## config.mk

```make
export PLATFORM = sky130hd
export DESIGN_NAME = node_integrator_flat
export DESIGN_NICKNAME = d
export VERILOG_FILES = /design/src/rtl/node_integrator_if.sv /design/src/rtl/node_integrator.sv /design/src/flat_wrapper.sv
export SDC_FILE = /design/constraint.sdc
export NUM_CORES = 1
export LEC_CHECK = 0
export ABC_CLOCK_PERIOD_IN_PS = 5970
export CORE_MARGIN = 5
export CORE_UTILIZATION = 25
export CTS_CLUSTER_SIZE = 40
export DETAILED_ROUTE_END_ITERATION = 10
export GPL_ROUTABILITY_DRIVEN = 1
export GPL_TIMING_DRIVEN = 0
export SYNTH_ARGS = -nofsm -noshare
export SYNTH_HDL_FRONTEND = slang
export SYNTH_SLANG_ARGS = --single-unit
```

## constraint.sdc

```tcl
create_clock -name eclk -period 5.97 [get_ports eclk]
set_input_delay 1.791 -clock eclk [delete_from_list [all_inputs] [get_ports eclk]]
set_output_delay 1.791 -clock eclk [all_outputs]
set_load 0.05 [all_outputs]
```

## src/rtl/node_integrator_if.sv

```systemverilog
// Contribution stream, preload and node-state bundle for one node integrator.
// master drives contributions/preloads; slave (the integrator) returns node state.
interface node_integrator_if #(
    parameter int W = 16
);
    logic                i_valid;
    logic signed [W-1:0] i_data;
    logic                i_last;
    logic                i_ready;
    logic                ld_valid;
    logic signed [W-1:0] ld_v;
    logic signed [W-1:0] v;
    logic                v_valid;
    logic                p;
    logic                settled;
    logic                err;

    modport master (
        output i_valid, i_data, i_last, ld_valid, ld_v,
        input  i_ready, v, v_valid, p, settled, err
    );

    modport slave (
        input  i_valid, i_data, i_last, ld_valid, ld_v,
        output i_ready, v, v_valid, p, settled, err
    );
endinterface

```

## src/rtl/node_integrator.sv

```systemverilog
// Sums current contributions per sweep and integrates them into a clamped node voltage.
// v lands 2 edges after the i_last beat; i_ready drops for the UPDATE cycle and while ld_valid is high.
module node_integrator #(
    parameter int W     = 16,
    parameter int VHI   = 16384,
    parameter int VLO   = -16384,
    parameter int SHIFT = 0,
    parameter int THR   = 4,
    parameter int SCNT  = 8
) (
    input  logic               eclk,
    input  logic               erst,
    node_integrator_if.slave   bus
);
    localparam int AW = W + 8;
    localparam int SW = W + 9;
    localparam int CW = $clog2(SCNT + 1);

    localparam logic signed [AW:0]   ACC_MAX = {2'b00, {(AW-1){1'b1}}};
    localparam logic signed [AW:0]   ACC_MIN = {2'b11, {(AW-1){1'b0}}};
    localparam logic signed [SW-1:0] VHI_S   = SW'(VHI);
    localparam logic signed [SW-1:0] VLO_S   = SW'(VLO);
    localparam logic signed [W-1:0]  VHI_W   = W'(VHI);
    localparam logic signed [W-1:0]  VLO_W   = W'(VLO);
    localparam logic signed [W:0]    THR_D   = (W+1)'(THR);
    localparam logic [CW-1:0]        SCNT_C  = CW'(SCNT);

    typedef enum logic {ACCUM, UPDATE} state_t;

    state_t               state_q, state_d;
    logic signed [AW-1:0] acc_q;
    logic [8:0]           cnt_q;
    logic [CW-1:0]        scnt_q;
    logic signed [W-1:0]  v_q;
    logic                 v_valid_q;
    logic                 settled_q;
    logic                 err_q;

    logic                 accept;
    logic signed [AW:0]   acc_sum;
    logic signed [AW-1:0] acc_sat;
    logic signed [SW-1:0] v_sum;
    logic signed [W-1:0]  v_new;
    logic signed [W-1:0]  ld_clamp;
    logic signed [W:0]    dv;
    logic signed [W:0]    adv;
    logic [CW-1:0]        scnt_d;

    assign bus.i_ready = (state_q == ACCUM) && !bus.ld_valid;
    assign accept      = bus.i_valid && bus.i_ready;

    always_comb begin
        state_d = state_q;
        case (state_q)
            ACCUM:   if (accept && bus.i_last) state_d = UPDATE;
            UPDATE:  state_d = ACCUM;
            default: state_d = ACCUM;
        endcase
    end

    // One extra bit of headroom lets the accumulator saturate instead of wrapping.
    always_comb begin
        acc_sum = (AW+1)'(acc_q) + (AW+1)'(bus.i_data);
        acc_sat = acc_sum[AW-1:0];
        if (acc_sum > ACC_MAX)      acc_sat = ACC_MAX[AW-1:0];
        else if (acc_sum < ACC_MIN) acc_sat = ACC_MIN[AW-1:0];
    end

    always_comb begin
        v_sum = SW'(v_q) + SW'(acc_q >>> SHIFT);
        v_new = v_sum[W-1:0];
        if (v_sum > VHI_S)      v_new = VHI_W;
        else if (v_sum < VLO_S) v_new = VLO_W;

        ld_clamp = bus.ld_v;
        if (bus.ld_v > VHI_W)      ld_clamp = VHI_W;
        else if (bus.ld_v < VLO_W) ld_clamp = VLO_W;

        dv  = (W+1)'(v_new) - (W+1)'(v_q);
        adv = (dv < 0) ? -dv : dv;
        if (adv <= THR_D) scnt_d = (scnt_q == SCNT_C) ? scnt_q : scnt_q + CW'(1);
        else              scnt_d = '0;
    end

    always_ff @(posedge eclk or posedge erst) begin
        if (erst) begin
            state_q   <= ACCUM;
            acc_q     <= '0;
            cnt_q     <= '0;
            scnt_q    <= '0;
            v_q       <= VLO_W;
            v_valid_q <= 1'b0;
            settled_q <= 1'b0;
            err_q     <= 1'b0;
        end else begin
            state_q   <= state_d;
            v_valid_q <= 1'b0;
            if (state_q == UPDATE) begin
                v_q       <= v_new;
                v_valid_q <= 1'b1;
                acc_q     <= '0;
                cnt_q     <= '0;
                scnt_q    <= scnt_d;
                settled_q <= (scnt_d == SCNT_C);
            end else if (bus.ld_valid) begin
                v_q       <= ld_clamp;
                scnt_q    <= '0;
                settled_q <= 1'b0;
            end else if (accept) begin
                acc_q <= acc_sat;
                // cnt_q[8] means 256 beats already taken, so this one overruns the sweep.
                if (cnt_q[8]) err_q <= 1'b1;
                if (cnt_q != 9'h1FF) cnt_q <= cnt_q + 9'd1;
            end
        end
    end

    assign bus.v       = v_q;
    assign bus.v_valid = v_valid_q;
    assign bus.p       = ~v_q[W-1];
    assign bus.settled = settled_q;
    assign bus.err     = err_q;
endmodule

```

## src/flat_wrapper.sv

```systemverilog
// flat-port wrapper written by rule: the top's interface ports become plain ports
module node_integrator_flat 
#(
    parameter int W     = 16,
    parameter int VHI   = 16384,
    parameter int VLO   = -16384,
    parameter int SHIFT = 0,
    parameter int THR   = 4,
    parameter int SCNT  = 8
)
  (eclk, erst, bus_i_valid, bus_i_data, bus_i_last, bus_ld_valid, bus_ld_v, bus_i_ready, bus_v, bus_v_valid, bus_p, bus_settled, bus_err);
  node_integrator_if #(.W(W)) bus_i ();
  input  logic eclk;
  input  logic erst;
  input wire logic [$bits(bus_i.i_valid)-1:0] bus_i_valid;
  input wire logic [$bits(bus_i.i_data)-1:0] bus_i_data;
  input wire logic [$bits(bus_i.i_last)-1:0] bus_i_last;
  input wire logic [$bits(bus_i.ld_valid)-1:0] bus_ld_valid;
  input wire logic [$bits(bus_i.ld_v)-1:0] bus_ld_v;
  output wire logic [$bits(bus_i.i_ready)-1:0] bus_i_ready;
  output wire logic [$bits(bus_i.v)-1:0] bus_v;
  output wire logic [$bits(bus_i.v_valid)-1:0] bus_v_valid;
  output wire logic [$bits(bus_i.p)-1:0] bus_p;
  output wire logic [$bits(bus_i.settled)-1:0] bus_settled;
  output wire logic [$bits(bus_i.err)-1:0] bus_err;
  assign bus_i.i_valid = bus_i_valid;
  assign bus_i.i_data = bus_i_data;
  assign bus_i.i_last = bus_i_last;
  assign bus_i.ld_valid = bus_ld_valid;
  assign bus_i.ld_v = bus_ld_v;
  assign bus_i_ready = bus_i.i_ready;
  assign bus_v = bus_i.v;
  assign bus_v_valid = bus_i.v_valid;
  assign bus_p = bus_i.p;
  assign bus_settled = bus_i.settled;
  assign bus_err = bus_i.err;
  node_integrator #(.W(W), .VHI(VHI), .VLO(VLO), .SHIFT(SHIFT), .THR(THR), .SCNT(SCNT)) u_core (.eclk(eclk), .erst(erst), .bus(bus_i));
endmodule
```

==> metrics.yaml, run 1 <==
outcome:
  outcome: "finished clean"
flow_run:
  cap_violations: 0
hold_path:
  whs_path_depth: 0
  hold_start: "u_core.state_q"
  hold_path_end: "u_core.bus.v_valid"
  min_path_type: "flip-flop to flip-flop"
clock_tree:
  cts_buffers: 9
  postCtsHoldBufs: 0
  clk_pin_slew_ns: 0.05
  clkLatencyLatePin_ns: 0.34
  cts_root_buf: "clkbuf_16"
  clk_path_buf_depth: 2
  cts_tree: "yes"
  clkSinkCount: 57
  htreeDepth: 3
placed_design:
  place_congestion: 0.8748
  io_buffers: 57
  dp_cells: 1143
  dp_hpwl_mm: 14.13
synthesis:
  synth.largest_area_cell: "dfrtp_1"
  yosysWarnings: 0
  syn-num-nets: 869
  yosysSeqAreaShare_pct: 22.90
  synth_compound_area_share_pct: 29.20
  synth_cell_types: 66
  synth_fa_ha_area_share_pct: 14.60
  ys_ff_latch: 57
  syn_area_um2: 6240
  synth_xor_area_share_pct: 8.141
  yosys_most_used_dff: "dfrtp_1"
  avgSynthCellArea_um2: 8.199
  yosys-top-cells-area: "dfrtp_1 22%, ha_1 14%, a21oi_1 5.1%"
  synth_top_area_share_pct: 22.06
  synth_edf_count: 0
  muxShareOfSynthArea_pct: 1.283
  synth_top_family_by_area: "compound AO/OA/AOI/OAI gates"
  async_flop_share_pct: 100.0
  synth_cells: 761
  synth-simple-area-share_pct: 19.73
detailed_routing:
  drc: 0
  drtAntennaViolNets: 0
  via_per_inst: 5.150
  first_pass_iters: 5
  wl_per_cell_um: 15.59
  drt-initial-drc-count: 277
  vias: 6190
  routed_wl_mm: 18.74
power:
  p_int_mw: 1.998
  fin_total_pwr_mw: 3.628
  sw_frac_of_total_pct: 44.92
  ir_worst_vdd_mv: 0.1571
  power-per-cell-area_nw_per_um2: 417.3
  p_sw_mw: 1.630
  leakagePower_nw: 3.595
  power_frac_seq_pct: 17.2
  clkPwrFrac_pct: 15.7
  p_comb_share_pct: 67.1
timing:
  max_freq_mhz: 170.5
  slew_headroom_pct: 10.14
  fin_skew_ns: 0.009454
  hold_viol: 0
  rsz0062_at_grt: "yes"
  min_period_ns: 5.867
  post-route-period-util_pct: 98.27
  worst_pin_slew_ns: 1.314
  setup_viol: 0
  slew_violations: 0
critical_path:
  start_kind: "primary input"
  critPathCaptureType: "output pin"
  slowest_delay_ns: 0.87
  reg2reg_slack_ns: 0.14
  path_cells: "clkdlybuf4s50_1 -> nor2_1 -> clkbuf_2 -> clkdlybuf4s50_1"
  reg2reg_from: "u_core.bus.v[3]"
  r2r_end: "u_core.bus.settled"
  crit_arrival_ns: 4.08
  reg2regPathDepth: 28
  cp_max_fo: 10
  cp_slowest_cell: "clkdlybuf4s50_1"
  worst-setup-path-type: "primary input to output pin"
  cpMostUsedCell: "clkdlybuf4s50_1"
  critPathRequiredTime_ns: 4.18
  crit_start: "bus_ld_valid"
layout:
  syn_to_final_growth_pct: 39.30
  instances_no_fill: 1202
  antennaDiodeCount: 0
  finish.net_count: 981
  fill_cells: 2444
  layout-drive-gt1-share_pct: 24.03
global_routing:
  grt_usage_pct: 12.68
  grt_pass1_vias: 6034
  gr-total-overflow: 0
  antenna_found_initial: 0
  grt_pass1_wl_mm: 29.90
  grt_max_degree: 31
die:
  start_util_pct: 25.51
  core_um2: 24460
  die-area_um2: 28220
  fp.dieW_um: 168.0
  die_h_um: 168.0
  pin_count: 58
  row_count: 57
==> how the worst max path moves through the flow <==
stage | endpoint | slack, ns | depth (start not counted)
2_1_floorplan | u_core.bus.settled | 0.005 | 28
3_3_place_gp | u_core.bus.settled | -0.71 | 28
3_5_place_dp | u_core.bus.settled | -0.73 | 27
4_1_cts | u_core.bus.settled | -0.05 | 27
5_1_grt | u_core.bus.settled | -0.21 | 28
6_report | bus_i_ready | 0.10 | 4
==> power by group through the flow <==
stage / Clock, mW / Combinational (mW) / Sequential, mW
floorplan: 0 / 1.57 / 0.613
detailed placement: 0 / 1.99 / 0.623
finish: 0.569 / 2.44 / 0.624
global placement: 0 / 1.96 / 0.619
global route: 0.600 / 2.69 / 0.640
CTS: 0.582 / 2.17 / 0.611
==> state kept, by name (all words and copies together), names as in the netlist <==
signal,cells
u_core.acc_q,24
u_core.bus.v,16
u_core.cnt_q,9
u_core.scnt_q,4
u_core.bus.err,1
u_core.bus.settled,1
u_core.bus.v_valid,1
u_core.state_q,1
==> logic make-up after synthesis <==
kind of cell             count (synthesis)
AO/OA/AOI/OAI                          262
XOR/XNOR                                58
adder cells (fa/ha/maj)                 71
buffers and inverters                   67
flip-flops                              57
multiplexers                             8
AND/OR/NAND/NOR                        238
==> worst max-delay path, delay by kind of cell <==
kind          cells  cell delay [ns]
simple gates      1             0.52
buf+inv           3             1.76
==> cells in the final DEF (no fill, tap or decap), drive strengths merged, types with 4 or more instances in the layout <==
cell	instances
nand2b	11
ha	68
o211ai	4
dfrtp	55
nor2	62
nor2b	9
o21a	7
clkbuf	26
nor4	11
a21o	27
o21ai	48
a21oi	64
buf	54
nand3	21
o21bai	12
nor3	14
a22oi	15
inv	42
a221o	22
a211oi	11
or2	4
xnor2	36
nand2	54
o31ai	6
clkdlybuf4s50	57
nor3b	4
and4	5
and2	4
xor2	22
a31oi	8
and3	8
nand4	15
mux2i	8
o22ai	5
==> metrics by stage <==
stage | setup WS [ns] | setup TNS, ns | hold WS (ns) | util, % | instance area (µm²)
6_report | 0.1034 | 0 | 0.3795 | 35.53 | 8692
5_1_grt | -0.2092 | -0.7667 | 0.3920 | 35.53 | 8692
4_1_cts | -0.05492 | -0.05492 | 0.3854 | 32.93 | 8056
3_5_place_dp | -0.7281 | -3.135 | 0.3726 | 29.76 | 7279
3_3_place_gp | -0.7089 | -2.994 | 0.3586 | 29.68 | 7259
2_1_floorplan | 0.004875 | 0 | 0.3519 | - | 6284
==> synthesized netlist by cell type, types with 3 or more instances <==
cell type / number
a221o_1: 22
nor2_1: 62
o211ai_1: 4
nor4_1: 10
o21a_1: 7
clkbuf_1: 23
a22oi_1: 15
nor3b_1: 4
mux2i_1: 8
a31oi_1: 8
ha_1: 68
and3_1: 8
inv_1: 42
nand3_1: 21
o22ai_1: 5
o21bai_1: 12
o211a_1: 3
a21o_1: 27
or2_2: 4
nor2b_1: 9
o21ai_0: 38
o31ai_1: 6
or4_1: 3
xnor2_1: 36
and4_1: 5
xor2_1: 22
a41oi_1: 3
dfrtp_1: 55
nand2b_1: 10
a21oi_1: 63
fa_1: 3
nor3_1: 14
nand2_1: 54
o2111ai_1: 3
o21ai_2: 10
o31a_1: 3
nand4_1: 15
and2_1: 4
a31o_2: 3
or3_1: 3
a211oi_1: 11
a21boi_0: 3
==> repair_timing <==
item / in CTS / in global routing
hold endpoints to repair: 0 / 0
setup endpoints to repair: 6 / 5
gates cloned: 0 / 0
gates resized for setup: 58 / 97
buffers inserted: 25 / 25
pin swaps: 28 / 36
==> per-layer routing <==
metal	wire, µm	GRT usage [%]	part of all wire, %
met3	459	1.899	2.4
met4	478	4.799	2.6
met5	0	0	0
met2	9274	21.44	49
met1	8529	16.34	46
==> layout make-up <==
cell class / count / area, µm² / area share [%]
Multi-Input combinational cell: 637 / 5285 / 60.80
Sequential cell: 57 / 1443 / 16.60
Timing Repair Buffer: 108 / 980.9 / 11.29
Tap cell: 324 / 405.4 / 4.664
Clock buffer: 11 / 252.7 / 2.908
Inverter: 42 / 157.7 / 1.814
Buffer: 18 / 90.09 / 1.036
Clock inverter: 5 / 77.57 / 0.8925
Power figures use the tool's default switching activity.
==> inputs of run 2 (changes only) <==
- SETUP_SLACK_MARGIN: not set -> 0.5
==> metrics.yaml, run 2 (synthesis gave the netlist of run 1 again) <==
critical_path:
  cp_slowest_cell: "or4b_4"
  slowest_delay_ns: 0.54
  crit_arrival_ns: 6.29
  critPathCaptureType: "flip-flop"
  worst-setup-path-type: "flip-flop to flip-flop"
  cp_max_fo: 7
  start_kind: "flip-flop"
  critPathRequiredTime_ns: 6.21
global_routing:
  grt_max_degree: 33
  antenna_found_initial: 0
  grt_pass1_vias: 6041
  gr-total-overflow: 0
  grt_usage_pct: 12.54
  grt_pass1_wl_mm: 29.64
layout:
  fill_cells: 2493
  final_common_cell: "nor2_1"
  largest_reg_flops: 24
  regArea_um2: 1441
  top_register: "u_core.acc_q"
  mostFrequentLayoutCells: "57 x nor2_1, 56 x clkdlybuf4s50_1, 54 x ha_1, 52 x nand2_1, 50 x a21oi_1"
  multi_input_area_um2: 5070
  layout-drive-gt1-share_pct: 20.27
  syn_to_final_growth_pct: 35.51
  antennaDiodeCount: 0
  finish.net_count: 976
clock_tree:
  htreeDepth: 3
  cts_buffers: 9
  clk_pin_slew_ns: 0.05
  clk_path_buf_depth: 2
  cts_tree: "yes"
  clkSinkCount: 57
  clkLatencyLatePin_ns: 0.33
  cts_root_buf: "clkbuf_16"
outcome:
  outcome: "finished, violations left"
  violations: "setup timing"
detailed_routing:
  vias: 6153
  drc: 0
  first_pass_iters: 5
  drtAntennaViolNets: 0
  routed_wl_mm: 18.26
  via_per_inst: 5.140
  drt-initial-drc-count: 257
  wl_per_cell_um: 15.25
die:
  start_util_pct: 25.51
  row_count: 57
  die-area_um2: 28220
  core_um2: 24460
  die_h_um: 168.0
  pin_count: 58
  fp.dieW_um: 168.0
placed_design:
  dpl_worst_slack_ns: -0.5811
  place_congestion: 0.8767
  io_buffers: 57
  dp_hpwl_mm: 14.05
timing:
  slew_violations: 0
  rsz0062_at_grt: "yes"
  hold_viol: 0
  fin_skew_ns: 0.01014
  worst_pin_slew_ns: 0.9772
  setup_ws_ns: -0.07966
  post-route-period-util_pct: 101.3
  slew_headroom_pct: 34.69
  hold_ws_ns: 0.3816
  max_freq_mhz: 165.3
  min_period_ns: 6.050
  setup_viol: 5
power:
  leakagePower_nw: 3.566
  power-per-cell-area_nw_per_um2: 419.0
  ir_worst_vdd_mv: 0.1730
flow_run:
  cap_violations: 0
hold_path:
  min_path_type: "flip-flop to flip-flop"
-- run 2: critical path, delay by kind of cell (launching register included) --
| kind | cells | cell delay (ns) |
|---|---|---|
| adder cells (fa/ha/maj) | 3 | 0.67 |
| buffers and inverters | 2 | 0.15 |
| AO/OA/AOI/OAI | 11 | 2.25 |
| flip-flops | 1 | 0.43 |
| AND/OR/NAND/NOR | 12 | 2.46 |
-- run 2: layout make-up --
type | count | share of cell area (%)
clock buffers | 12 | 3.033
repair buffers | 96 | 10.36
plain buffers | 25 | 1.776
inverters | 42 | 1.864
multi-input cells | 637 | 59.96
clock inverters | 4 | 1.169
flip-flops and latches | 57 | 17.05
well taps | 324 | 4.794
-- run 2: metrics by stage --
| stage | TNS, ns | area [µm²] | instances | power (mW) | util [%] |
|---|---|---|---|---|---|
| after floorplan | 0 | 6360 | 761 | 2.208 | - |
| after global placement | -2.347 | 7336 | 1142 | 2.616 | 29.99 |
| after detailed placement | -2.754 | 7356 | 1143 | 2.639 | 30.07 |
| after CTS | 0 | 8194 | 1183 | 3.430 | 33.50 |
| after global routing | -1.429 | 8456 | 1197 | 3.836 | 34.57 |
| final | -0.2975 | 8456 | 1197 | 3.543 | 34.57 |
-- run 2: repair_timing --
item	in CTS	in global routing
gates cloned	1	0
endpoints found under the setup margin	24	27
hold buffers	0	0
pin swaps	32	24
resized for setup	70	42
setup buffers	23	14
-- run 2: path summary, 6_finish.rpt --
path	startpoint	endpoint	slack, ns	depth (start not counted)
min in group asynchronous	erst	u_core.bus.err	1.88	2
max in group asynchronous	erst	u_core.bus.v[15]	3.42	3
worst max register to register	u_core.bus.v[10]	u_core.bus.settled	-0.08	28
worst min register to register	u_core.state_q	u_core.bus.v_valid	0.38	0
worst max-delay path	u_core.bus.v[10]	u_core.bus.settled	-0.08	28
worst min-delay path	u_core.state_q	u_core.bus.v_valid	0.38	0
-- run 2: metal layers --
metal	share of wire, %	vias to the layer above	wire length (µm)	global-route usage [%]
met5	0	-	0	0
met4	2.3	0	412	3.881
met3	3.1	26	570	1.876
met2	49	107	8906	22.05
met1	46	2925	8366	15.82
li1	-	3095	-	-
-- run 2: where the power goes --
part           switching [mW]  leakage, nW  internal (mW)
combinational            1.27         2.67           1.05
sequential              0.122        0.722          0.491
clock                   0.178        0.173          0.431
==> inputs of run 3 (changes only) <==
--- a/config.mk
+++ b/config.mk
@@ -18 +18,2 @@
 export SYNTH_SLANG_ARGS = --single-unit
+export TNS_END_PERCENT = 1
==> constraint.sdc (replaced) <==
create_clock -name eclk -period 5.97 [get_ports eclk]
set_input_delay 1.194 -clock eclk [delete_from_list [all_inputs] [get_ports eclk]]
set_output_delay 1.194 -clock eclk [all_outputs]
set_load 0.05 [all_outputs]
==> metrics.yaml, run 3 (synthesis gave the netlist of run 1 again) <==
placed_design:
  io_buffers: 57
  dp_cells: 1143
  place_congestion: 0.8891
  dp_hpwl_mm: 14.10
detailed_routing:
  drtAntennaViolNets: 0
  wl_per_cell_um: 15.55
  drc: 0
  drt-initial-drc-count: 284
  vias: 6187
  first_pass_iters: 5
  routed_wl_mm: 18.66
  via_per_inst: 5.156
hold_path:
  hold_start: "u_core.state_q"
  whs_path_depth: 0
  min_path_type: "flip-flop to flip-flop"
  hold_path_end: "u_core.bus.v_valid"
timing:
  hold_viol: 0
  setup_viol: 3
  worst_pin_slew_ns: 0.9989
  max_freq_mhz: 166.7
  rsz0062_at_grt: "yes"
  slew_violations: 0
  setup_ws_ns: -0.03044
  post-route-period-util_pct: 100.5
  fin_skew_ns: 0.008334
  min_period_ns: 6.000
  slew_headroom_pct: 33.24
global_routing:
  gr-total-overflow: 0
  grt_pass1_vias: 6119
  grt_usage_pct: 12.87
  antenna_found_initial: 0
  grt_max_degree: 43
  grt_pass1_wl_mm: 30.38
die:
  fp.dieW_um: 168.0
  core_um2: 24460
  pin_count: 58
  die_h_um: 168.0
  die-area_um2: 28220
  start_util_pct: 25.51
  row_count: 57
clock_tree:
  cts_buffers: 9
  clk_path_buf_depth: 2
  cts_root_buf: "clkbuf_16"
  clkSinkCount: 57
  clkLatencyLatePin_ns: 0.33
  cts_tree: "yes"
  htreeDepth: 3
  clk_pin_slew_ns: 0.05
critical_path:
  critPathCaptureType: "flip-flop"
  worst-setup-path-type: "flip-flop to flip-flop"
  critPathRequiredTime_ns: 6.22
  slowest_delay_ns: 0.53
  cpMostUsedCell: "buf_8"
  reg2reg_slack_ns: -0.03
  crit_arrival_ns: 6.25
  r2r_end: "u_core.scnt_q[3]"
  cp_max_fo: 7
  cp_slowest_cell: "or4_4"
  reg2reg_from: "u_core.acc_q[4]"
  reg2regPathDepth: 28
  start_kind: "flip-flop"
layout:
  antennaDiodeCount: 0
  mostFrequentLayoutCells: "57 x nor2_1, 57 x clkdlybuf4s50_1, 53 x ha_1, 52 x nand2_1, 51 x a21oi_1"
  top_register: "u_core.acc_q"
  syn_to_final_growth_pct: 36.45
  instances_no_fill: 1200
  layout-drive-gt1-share_pct: 21.00
  fill_cells: 2483
  largest_reg_flops: 24
  finish.net_count: 979
power:
  fin_total_pwr_mw: 3.577
  ir_worst_vdd_mv: 0.1867
  power-per-cell-area_nw_per_um2: 420.1
  leakagePower_nw: 3.585
flow_run:
  cap_violations: 0
outcome:
  violations: "setup timing"
  outcome: "finished, violations left"
-- run 3: cell types whose count changed in the layout (fill, tap and decap cells not counted), moves of 3 or more --
cell      previous run  this run
o31ai_1              5         2
buf_12               1         4
clkinv_2             0         3
clkbuf_2             4         1
o21ai_0             27        31
o21ai_1              8         3
-- run 3: area by class of cell --
cell class	instances	area (µm²)	share of cell area [%]
multi-input cells	637	5115	60.07
repair buffers	99	935.9	10.99
plain buffers	25	147.6	1.734
well taps	324	405.4	4.761
flip-flops and latches	57	1441	16.93
clock buffers	10	229.0	2.689
clock inverters	6	82.58	0.9699
inverters	42	157.7	1.852
-- run 3: critical path, delay by kind of cell (launching register included) --
kind | cells | cell delay, ns
adder cells (fa/ha/maj) | 2 | 0.51
AND/OR/NAND/NOR | 14 | 2.97
AO/OA/AOI/OAI | 9 | 1.61
buffers and inverters | 3 | 0.40
flip-flops | 1 | 0.40
-- run 3: timing repair --
action,4_1_cts,5_1_grt
hold buffers,0,0
pin swaps,25,40
buffers inserted,29,12
endpoints found under the hold margin,0,0
setup endpoints to repair,5,5
cloned,0,0
resized for setup,52,62
-- run 3: through the flow --
step / hold slack (ns) / utilization (%) / worst slack (ns) / cell area (µm²) / TNS, ns
after floorplan: 0.3519 / - / 0.1121 / 6360 / 0
after global placement: 0.3607 / 29.99 / -0.5667 / 7336 / -2.428
after detailed placement: 0.3735 / 30.07 / -0.6195 / 7356 / -2.753
after CTS: 0.3858 / 33.23 / 0.01014 / 8129 / 0
after global routing: 0.3890 / 34.81 / -0.3732 / 8514 / -1.690
final: 0.3838 / 34.81 / -0.03044 / 8514 / -0.06192
-- run 3: power by group --
| part | internal (mW) | switching (mW) | leakage (nW) |
|---|---|---|---|
| Combinational | 1.10 | 1.31 | 2.71 |
| Clock | 0.363 | 0.184 | 0.152 |
| Sequential | 0.491 | 0.126 | 0.722 |
| Total | 1.96 | 1.62 | 3.58 |
-- run 3: layer usage --
layer / global-route usage [%] / vias up / part of all wire, %
li1: - / 3104 / -
met1: 16.36 / 2921 / 46
met2: 22.24 / 138 / 49
met3: 1.876 / 24 / 3.3
met4: 4.517 / 0 / 2.1
met5: 0 / - / 0
-- run 3: how the worst max path moves through the flow --
stage                    endpoint        startpoint  cells past startpoint  slack (ns)
3_3_place_gp   u_core.bus.settled  u_core.bus.v[15]                     26       -0.57
4_1_cts        u_core.bus.settled  u_core.bus.v[10]                     28        0.01
6_report         u_core.scnt_q[3]   u_core.acc_q[4]                     28       -0.03
2_1_floorplan  u_core.bus.settled   u_core.bus.v[1]                     28        0.11
5_1_grt          u_core.scnt_q[2]  u_core.acc_q[10]                     26       -0.37
3_5_place_dp   u_core.bus.settled  u_core.bus.v[15]                     27       -0.62
